===== src/rtl/syncfifo_sampled_ext.sv =====
// Synchronous FIFO with registered head-of-queue output, level flags,
// sticky error flags, high watermark and optional overwrite-oldest mode.
module syncfifo_sampled_ext #(
  parameter int WID = 32,
  parameter int DEPTH = 8,
  parameter int AWID = $clog2(DEPTH),
  parameter int OVF_MODE = 0,
  parameter logic [AWID:0] AF_LEVEL = (AWID+1)'(DEPTH-1),
  parameter logic [AWID:0] AE_LEVEL = (AWID+1)'(1)
) (
  input  logic            clk,
  input  logic            rst_n,
  input  logic            softreset,
  input  logic            vldin,
  input  logic [WID-1:0]  din,
  output logic            full,
  input  logic            readout,
  output logic [WID-1:0]  dout,
  output logic            empty,
  output logic [AWID:0]   count,
  output logic            almost_full,
  output logic            almost_empty,
  output logic            overflow,
  output logic            dropped,
  output logic            underflow,
  output logic            ovf_sticky,
  output logic            udf_sticky,
  input  logic            clr_sticky,
  output logic [AWID:0]   max_count
);

  localparam logic [AWID:0]   DEPTH_C = (AWID+1)'(DEPTH);
  localparam logic [AWID:0]   CNT_ONE = (AWID+1)'(1);
  localparam logic [AWID-1:0] LAST    = AWID'(DEPTH-1);
  localparam logic            OVW     = (OVF_MODE == 1);

  logic [WID-1:0]  mem [DEPTH];
  logic [AWID-1:0] wptr;
  logic [AWID-1:0] rptr;
  logic [AWID-1:0] next_rptr;
  logic [AWID:0]   next_count;
  logic            pop;
  logic            wr;
  logic            drop;
  logic            head_new;

  // Pointers wrap explicitly so DEPTH need not be a power of two.
  function automatic logic [AWID-1:0] ptr_inc(
    input logic [AWID-1:0] p
  );
    return (p == LAST) ? '0 : p + AWID'(1);
  endfunction

  assign full      = (count == DEPTH_C);
  assign pop       = readout && !empty;
  assign wr        = vldin && (!full || pop || OVW);
  assign drop      = vldin && full && !pop && OVW;
  assign overflow  = vldin && full && !pop && !OVW;
  assign dropped   = drop;
  assign underflow = readout && empty;

  assign next_rptr = (pop || drop) ? ptr_inc(rptr) : rptr;

  // The incoming word becomes the head when the queue is (about to be) empty.
  assign head_new = (count == '0) ||
                    ((count == CNT_ONE) && pop);

  always_comb begin
    next_count = count;
    unique case (1'b1)
      (wr && !pop && !drop): next_count = count + CNT_ONE;
      (pop && !wr):          next_count = count - CNT_ONE;
      default:               next_count = count;
    endcase
  end

  always_ff @(posedge clk) begin
    if (wr && !softreset) begin
      mem[wptr] <= din;
    end
  end

  always_ff @(posedge clk or negedge rst_n) begin
    if (!rst_n) begin
      dout <= '0;
    end else if (!softreset) begin
      if (head_new) begin
        dout <= din;
      end else begin
        dout <= mem[next_rptr];
      end
    end
  end

  always_ff @(posedge clk or negedge rst_n) begin
    if (!rst_n) begin
      wptr         <= '0;
      rptr         <= '0;
      count        <= '0;
      empty        <= 1'b1;
      almost_full  <= 1'b0;
      almost_empty <= 1'b1;
      ovf_sticky   <= 1'b0;
      udf_sticky   <= 1'b0;
      max_count    <= '0;
    end else if (softreset) begin
      wptr         <= '0;
      rptr         <= '0;
      count        <= '0;
      empty        <= 1'b1;
      almost_full  <= 1'b0;
      almost_empty <= 1'b1;
      ovf_sticky   <= 1'b0;
      udf_sticky   <= 1'b0;
      max_count    <= '0;
    end else begin
      if (wr) begin
        wptr <= ptr_inc(wptr);
      end
      rptr         <= next_rptr;
      count        <= next_count;
      empty        <= (next_count == '0);
      almost_full  <= (next_count >= AF_LEVEL);
      almost_empty <= (next_count <= AE_LEVEL);
      ovf_sticky   <= overflow ||
                      (ovf_sticky && !clr_sticky);
      udf_sticky   <= underflow ||
                      (udf_sticky && !clr_sticky);
      if (clr_sticky) begin
        max_count <= next_count;
      end else if (next_count > max_count) begin
        max_count <= next_count;
      end
    end
  end

endmodule


===== config.mk =====
export PLATFORM = sky130hd
export DESIGN_NAME = syncfifo_sampled_ext
export DESIGN_NICKNAME = d
export VERILOG_FILES = /design/src/rtl/syncfifo_sampled_ext.sv
export SDC_FILE = /design/constraint.sdc
export NUM_CORES = 1
export LEC_CHECK = 0
export BUFFER_PORTS_ARGS = -buffer_cell sky130_fd_sc_hd__buf_2
export CELL_PAD_IN_SITES_DETAIL_PLACEMENT = 0
export CELL_PAD_IN_SITES_GLOBAL_PLACEMENT = 1
export CORE_UTILIZATION = 53
export DETAILED_ROUTE_END_ITERATION = 12
export GPL_TIMING_DRIVEN = 0
export PLACE_DENSITY = 0.83
export SLEW_MARGIN = 30
export SYNTH_ARGS = -nofsm -noshare
export SYNTH_HDL_FRONTEND = slang
export SYNTH_SLANG_ARGS = --single-unit

===== constraint.sdc =====
create_clock -name clk -period 12.1 [get_ports clk]
set_input_delay 1.21 -clock clk [delete_from_list [all_inputs] [get_ports clk]]
set_output_delay 1.21 -clock clk [all_outputs]
set_load 0.01 [all_outputs]

Word-level counts from Yosys, hierarchy flattened
Memory sizes are Yosys's and may differ from the RTL's.
Cells that the tools add are included.
Word-level totals
  register bits: 51
  word-level logic and storage cells: 66
  memories: 1
  RAM bits: 256
  output and inout bits: 49
Cells by class
  reduce and logical (&&, ||, !) cells: 25
  equality and inequality tests: 4
  $lt $le $gt $ge: 3
  mux-type cells: 19
  $add $sub $neg: 4
Memories
  mem: depth 8, bits a word 32, rd ports 1, clocked after Yosys merged registers in 0, write ports 1, RTL line 37  | logic [WID-1:0] mem [DEPTH];
Operators by type and width (count)
  two-way mux 32 bit: 1
  two-way mux 3 bit: 6
  two-way mux 4 bit: 4
  logical AND 1 bit: 11
  zero test 4 bit: 2
  case mux 4 bit (2 select lines): 1
  two-way mux 1 bit: 7
  adder 3 x 1 -> 3 bit, second input constant: 2
  equality test 3 bit, second input constant: 2
  zero test 1 bit: 6
  adder 4 x 1 -> 4 bit, second input constant: 1
  equality test 4 x 1 -> 1 bit, second input constant: 1
  equality test 4 bit, second input constant: 1
  greater-or-equal comparator 4 x 3 -> 1 bit, second input constant: 1
  greater-than comparator 4 bit: 1
  <= comparator 4 x 1 -> 1 bit, second input constant: 1
  logical OR 1 bit: 4
  subtractor 4 x 1 -> 4 bit, second input constant: 1
  nonzero test 3 bit: 1
  nonzero test 2 bit: 1

Longest topological paths before layout
  word-level depth: 11
  depth in mapped cells: 13

Least setup slack after synthesis
No wires, ideal clock.
  path type: input to register
  from: input readout
  to: memory mem[0][0] (enable)
  cell stages on the path: 5
  buffers on the path: 1
  arrival time: 4.375 ns
  slack: 7.264 ns
  library setup time: 0.461 ns
  cell sequence: and2b_1 > buf_4 > o21ai_1 > or3_1 > nor3_1
Between the ends
  word-level cells in the longest chain between the ends: 6
RTL lines
  from (decl): RTL line 17  | input logic readout,
  logical AND 1 bit: RTL line 55  | assign pop = readout && !empty;
  logical OR 1 bit: RTL line 56  | assign wr = vldin && (!full || pop || OVW);
  logical AND 1 bit: RTL line 56
  logical AND 1 bit: RTL line 78  | if (wr && !softreset) begin
  two-way mux 1 bit: RTL line 78
  two-way mux 1 bit (not written as such): RTL line 79  | mem[wptr] <= din;
  to (decl): RTL line 37
No other way between the ends.

Final worst setup path
  from: input readout
  to: memory mem[0][2] (enable)
Same word-level chain as after synthesis.

==> run_results.csv <==
group,metric,value,unit
run_status,status,"finished, final reports clean",
route,drtPass1Iterations,5,
cts,cts_tree,"built",
finish,regArea,8970,um2
global_route,grt_max_degree,52,
global_route,overflow,0,
logic_synthesis,synth_edf_count,256,
global_route,track_usage,26.7,%
finish,fillerInstances,1866,
route,wire_per_inst,21.7,um
logic_synthesis,ys.warnings.count,0,
finish,drive_above_1_share,17.7,%
finish,syn_to_final_growth,17.0,%
floorplanning,rows,57,
sta,worst_pin_slew,0.767,ns
power_and_ir_drop,ir_worst_vdd,0.132,mV
critical_path,required,12.36,ns
critical_path,regToRegStartpoint,"empty",
sta,fin_skew,0.0103,ns
logic_synthesis,synthFlopType,"edfxtp_1",
power_and_ir_drop,clkPwrFrac,31.5,%
logic_synthesis,yosys_register_bits,307,
global_route,grt_pass1_vias,8911,
logic_synthesis,synth_cells,1065,
place,hpwl,21.3,mm
floorplanning,die_area,25400,um2
cts,clock_path_buffers,3,
critical_path,rr_endpoint,"mem[0][2]",
cts,h-tree-depth,1,
place,place_area,14300,um2
sta,slew_viol_final,0,
cts,cts-root-buf,"clkbuf_16",
global_route,grt_pass1_wl,51.6,mm
route,viasPerCell,5.88,
cts,clock_latency,0.56,ns
route,drtIter0Drc,961,
power_and_ir_drop,seqPwrFrac,41.1,%
critical_path,cp_max_fo,10,
sta,finalCritPeriodShare,27.9,%
route,drt_wl_total,33.6,mm
critical_path,critPathArrivalTime,3.64,ns
floorplanning,start_util,54.0,%
cts,clkTransAtPathRegs,0.06,ns
power_and_ir_drop,sw_frac_of_total,31.8,%
sta,max_freq,297,MHz
sta,setup_viol,0,
cts,cts.sinks,307,
critical_path,regToRegSetupSlack,9.05,ns
power_and_ir_drop,p_comb_share,27.4,%
critical_path,end_kind,"flop",
cts,cts_buffers,31,
power_and_ir_drop,intPower,2.14,mW
finish,diodes,0,
route,antenna_left,0,
cts,hold_buffers,0,
route,dr_total_vias,9102,
logic_synthesis,yosysUniqueCellTypes,50,
logic_synthesis,synth.cell_area,13100,um2
critical_path,start_kind,"input port",
global_route,antenna_found_initial,0,
min_path,min_from,"udf_sticky",
power_and_ir_drop,cellPowerDensity,205,nW/um2
cts,postCtsResizedCells,0,
critical_path,rr_worst_depth,8,
place,portBuffers,84,
logic_synthesis,avgSynthCellArea,12.3,um2
power_and_ir_drop,leakage,5.65,nW
sta,hold_viol,0,
min_path,hold_class,"flop to flop",
sta,tns,0,ns
floorplanning,boundaryPins,87,
critical_path,crit_type,"input port to flop",
sta,max_slew_margin,48.9,%
floorplanning,die_h,159,um
sta,rsz0062_at_grt,"false",
power_and_ir_drop,power_switching,999,uW
logic_synthesis,syn_nets,1114,
min_path,whs_path_depth,2,
job,drv_cap,0,
min_path,hold_end,"udf_sticky",
cts,cts_setup_buffers,0,
route,drc,0,
logic_synthesis,synth.yosys.seq_area_share,68.3,%
finish,final_cell_area,15400,um2
place,place.gp.congestion,0.785,
critical_path,crit_path_start,"readout",
finish,nNetsFinal,1248,
floorplanning,core_area,24300,um2
sta,final.min_clock_period,3.37,ns
finish,multiInputGateArea,3810,um2
logic_synthesis,synthArstFlopShare,16.6,%
floorplanning,die_w,159,um
## registers in the layout, indices dropped and copies added, names as in the netlist
signal	cells
ovf_sticky	1
udf_sticky	1
rptr	3
mem	256
dout	32
almost_empty	1
empty	1
almost_full	1
count	4
wptr	3
max_count	4
## metrics by stage
| stage | std cells | worst slack, ns | power [mW] | util [%] | hold slack, ns |
|---|---|---|---|---|---|
| after floorplan | 1065 | 7.26 | 1.85 | - | 0.545 |
| final | 1548 | 8.73 | 3.14 | 63.1 | 0.506 |
| after global placement | 1473 | 5.01 | 2.14 | 57.4 | 0.493 |
| after global routing | 1548 | 8.62 | 3.28 | 63.1 | 0.548 |
| after detailed placement | 1490 | 8.17 | 2.16 | 58.8 | 0.500 |
| after CTS | 1548 | 8.74 | 3.15 | 63.1 | 0.514 |
## layout by cell type, fill, tap and decap left out, types with 34 or more instances in the layout
master and instances:
edfxtp_1 256, nand2_1 234, buf_2 114, a21oi_1 101
nand3_1 99, dfrtp_1 49, clkbuf_1 34, o21ai_0 34
mux2i_1 34
## routing by layer
layer  up-vias  wire length [um]  track usage, %
li1       4202                 -               -
met1      4448             14500            37.7
met2       393             15900            43.2
met3        59              2430            3.86
met4         0               818            8.09
met5         -                 0               0
## cells by family (layout without fill, tap and decap cells)
kind of cell / after synthesis / in the layout / synth area share [%]
other cells: 1 / 1 / 0.0286
xor+xnor: 4 / 4 / 0.267
fa+ha+maj: 11 / 11 / 1.05
compound gates: 242 / 242 / 11.5
mux: 41 / 41 / 3.33
simple gates: 376 / 376 / 12.4
flops: 307 / 307 / 68.3
buf+inv: 83 / 242 / 3.07
## critical path: stages
cell     delay (ns)
buf_2          0.10
and2b_1        0.32
buf_4          0.27
o21ai_1        0.21
or3_1          0.52
nor3_2         0.37
buf_4          0.24
buf_4          0.19
buf_4          0.19
## power groups by stage
stage / clock [mW] / combinational, mW / sequential, mW
floorplan: 0 / 0.520 / 1.33
global placement: 0 / 0.828 / 1.31
detailed placement: 0 / 0.854 / 1.31
CTS: 1.00 / 0.859 / 1.29
global route: 1.05 / 0.935 / 1.30
finish: 0.990 / 0.859 / 1.29
## cells in the mapped netlist (2+ instances only)
cell,count,share of area [%]
a211oi_1,32,1.8
a21oi_1,101,3.9
a22oi_1,32,1.8
and2_1,3,0.14
buf_1,4,0.11
buf_2,31,1.2
buf_4,10,0.57
buf_6,2,0.17
clkbuf_1,28,0.80
dfrtp_1,49,9.3
dfstp_2,2,0.40
edfxtp_1,256,59
ha_1,11,1.0
inv_1,8,0.23
mux2_2,3,0.26
mux2i_1,34,2.6
nand2_1,234,6.7
nand2b_1,4,0.19
nand3_1,99,3.8
nor2_1,19,0.54
nor2_2,2,0.095
nor3_1,4,0.15
o211ai_1,3,0.17
o21a_1,2,0.11
o21ai_0,34,1.3
o31ai_1,32,1.8
xnor2_1,2,0.13
xor2_1,2,0.13
## worst max-delay path by stage
| stage | to | slack, ns | depth (start not counted) |
|---|---|---|---|
| CTS | mem[0][2] | 8.74 | 9 |
| global placement | mem[0][3] | 5.01 | 6 |
| finish | mem[0][2] | 8.73 | 9 |
| global route | mem[0][4] | 8.62 | 9 |
| floorplan | mem[0][0] | 7.26 | 5 |
| detailed placement | mem[0][3] | 8.17 | 9 |
## layout make-up
type | instances | share of cell area [%]
repair buffers | 101 | 4.63
well taps | 324 | 2.64
clock buffers | 37 | 5.20
flip-flops and latches | 307 | 58.4
clock inverters | 21 | 1.67
inverters | 8 | 0.196
plain buffers | 75 | 2.43
multi-input cells | 675 | 24.8
No activity file was read; power rests on OpenSTA's default activity.
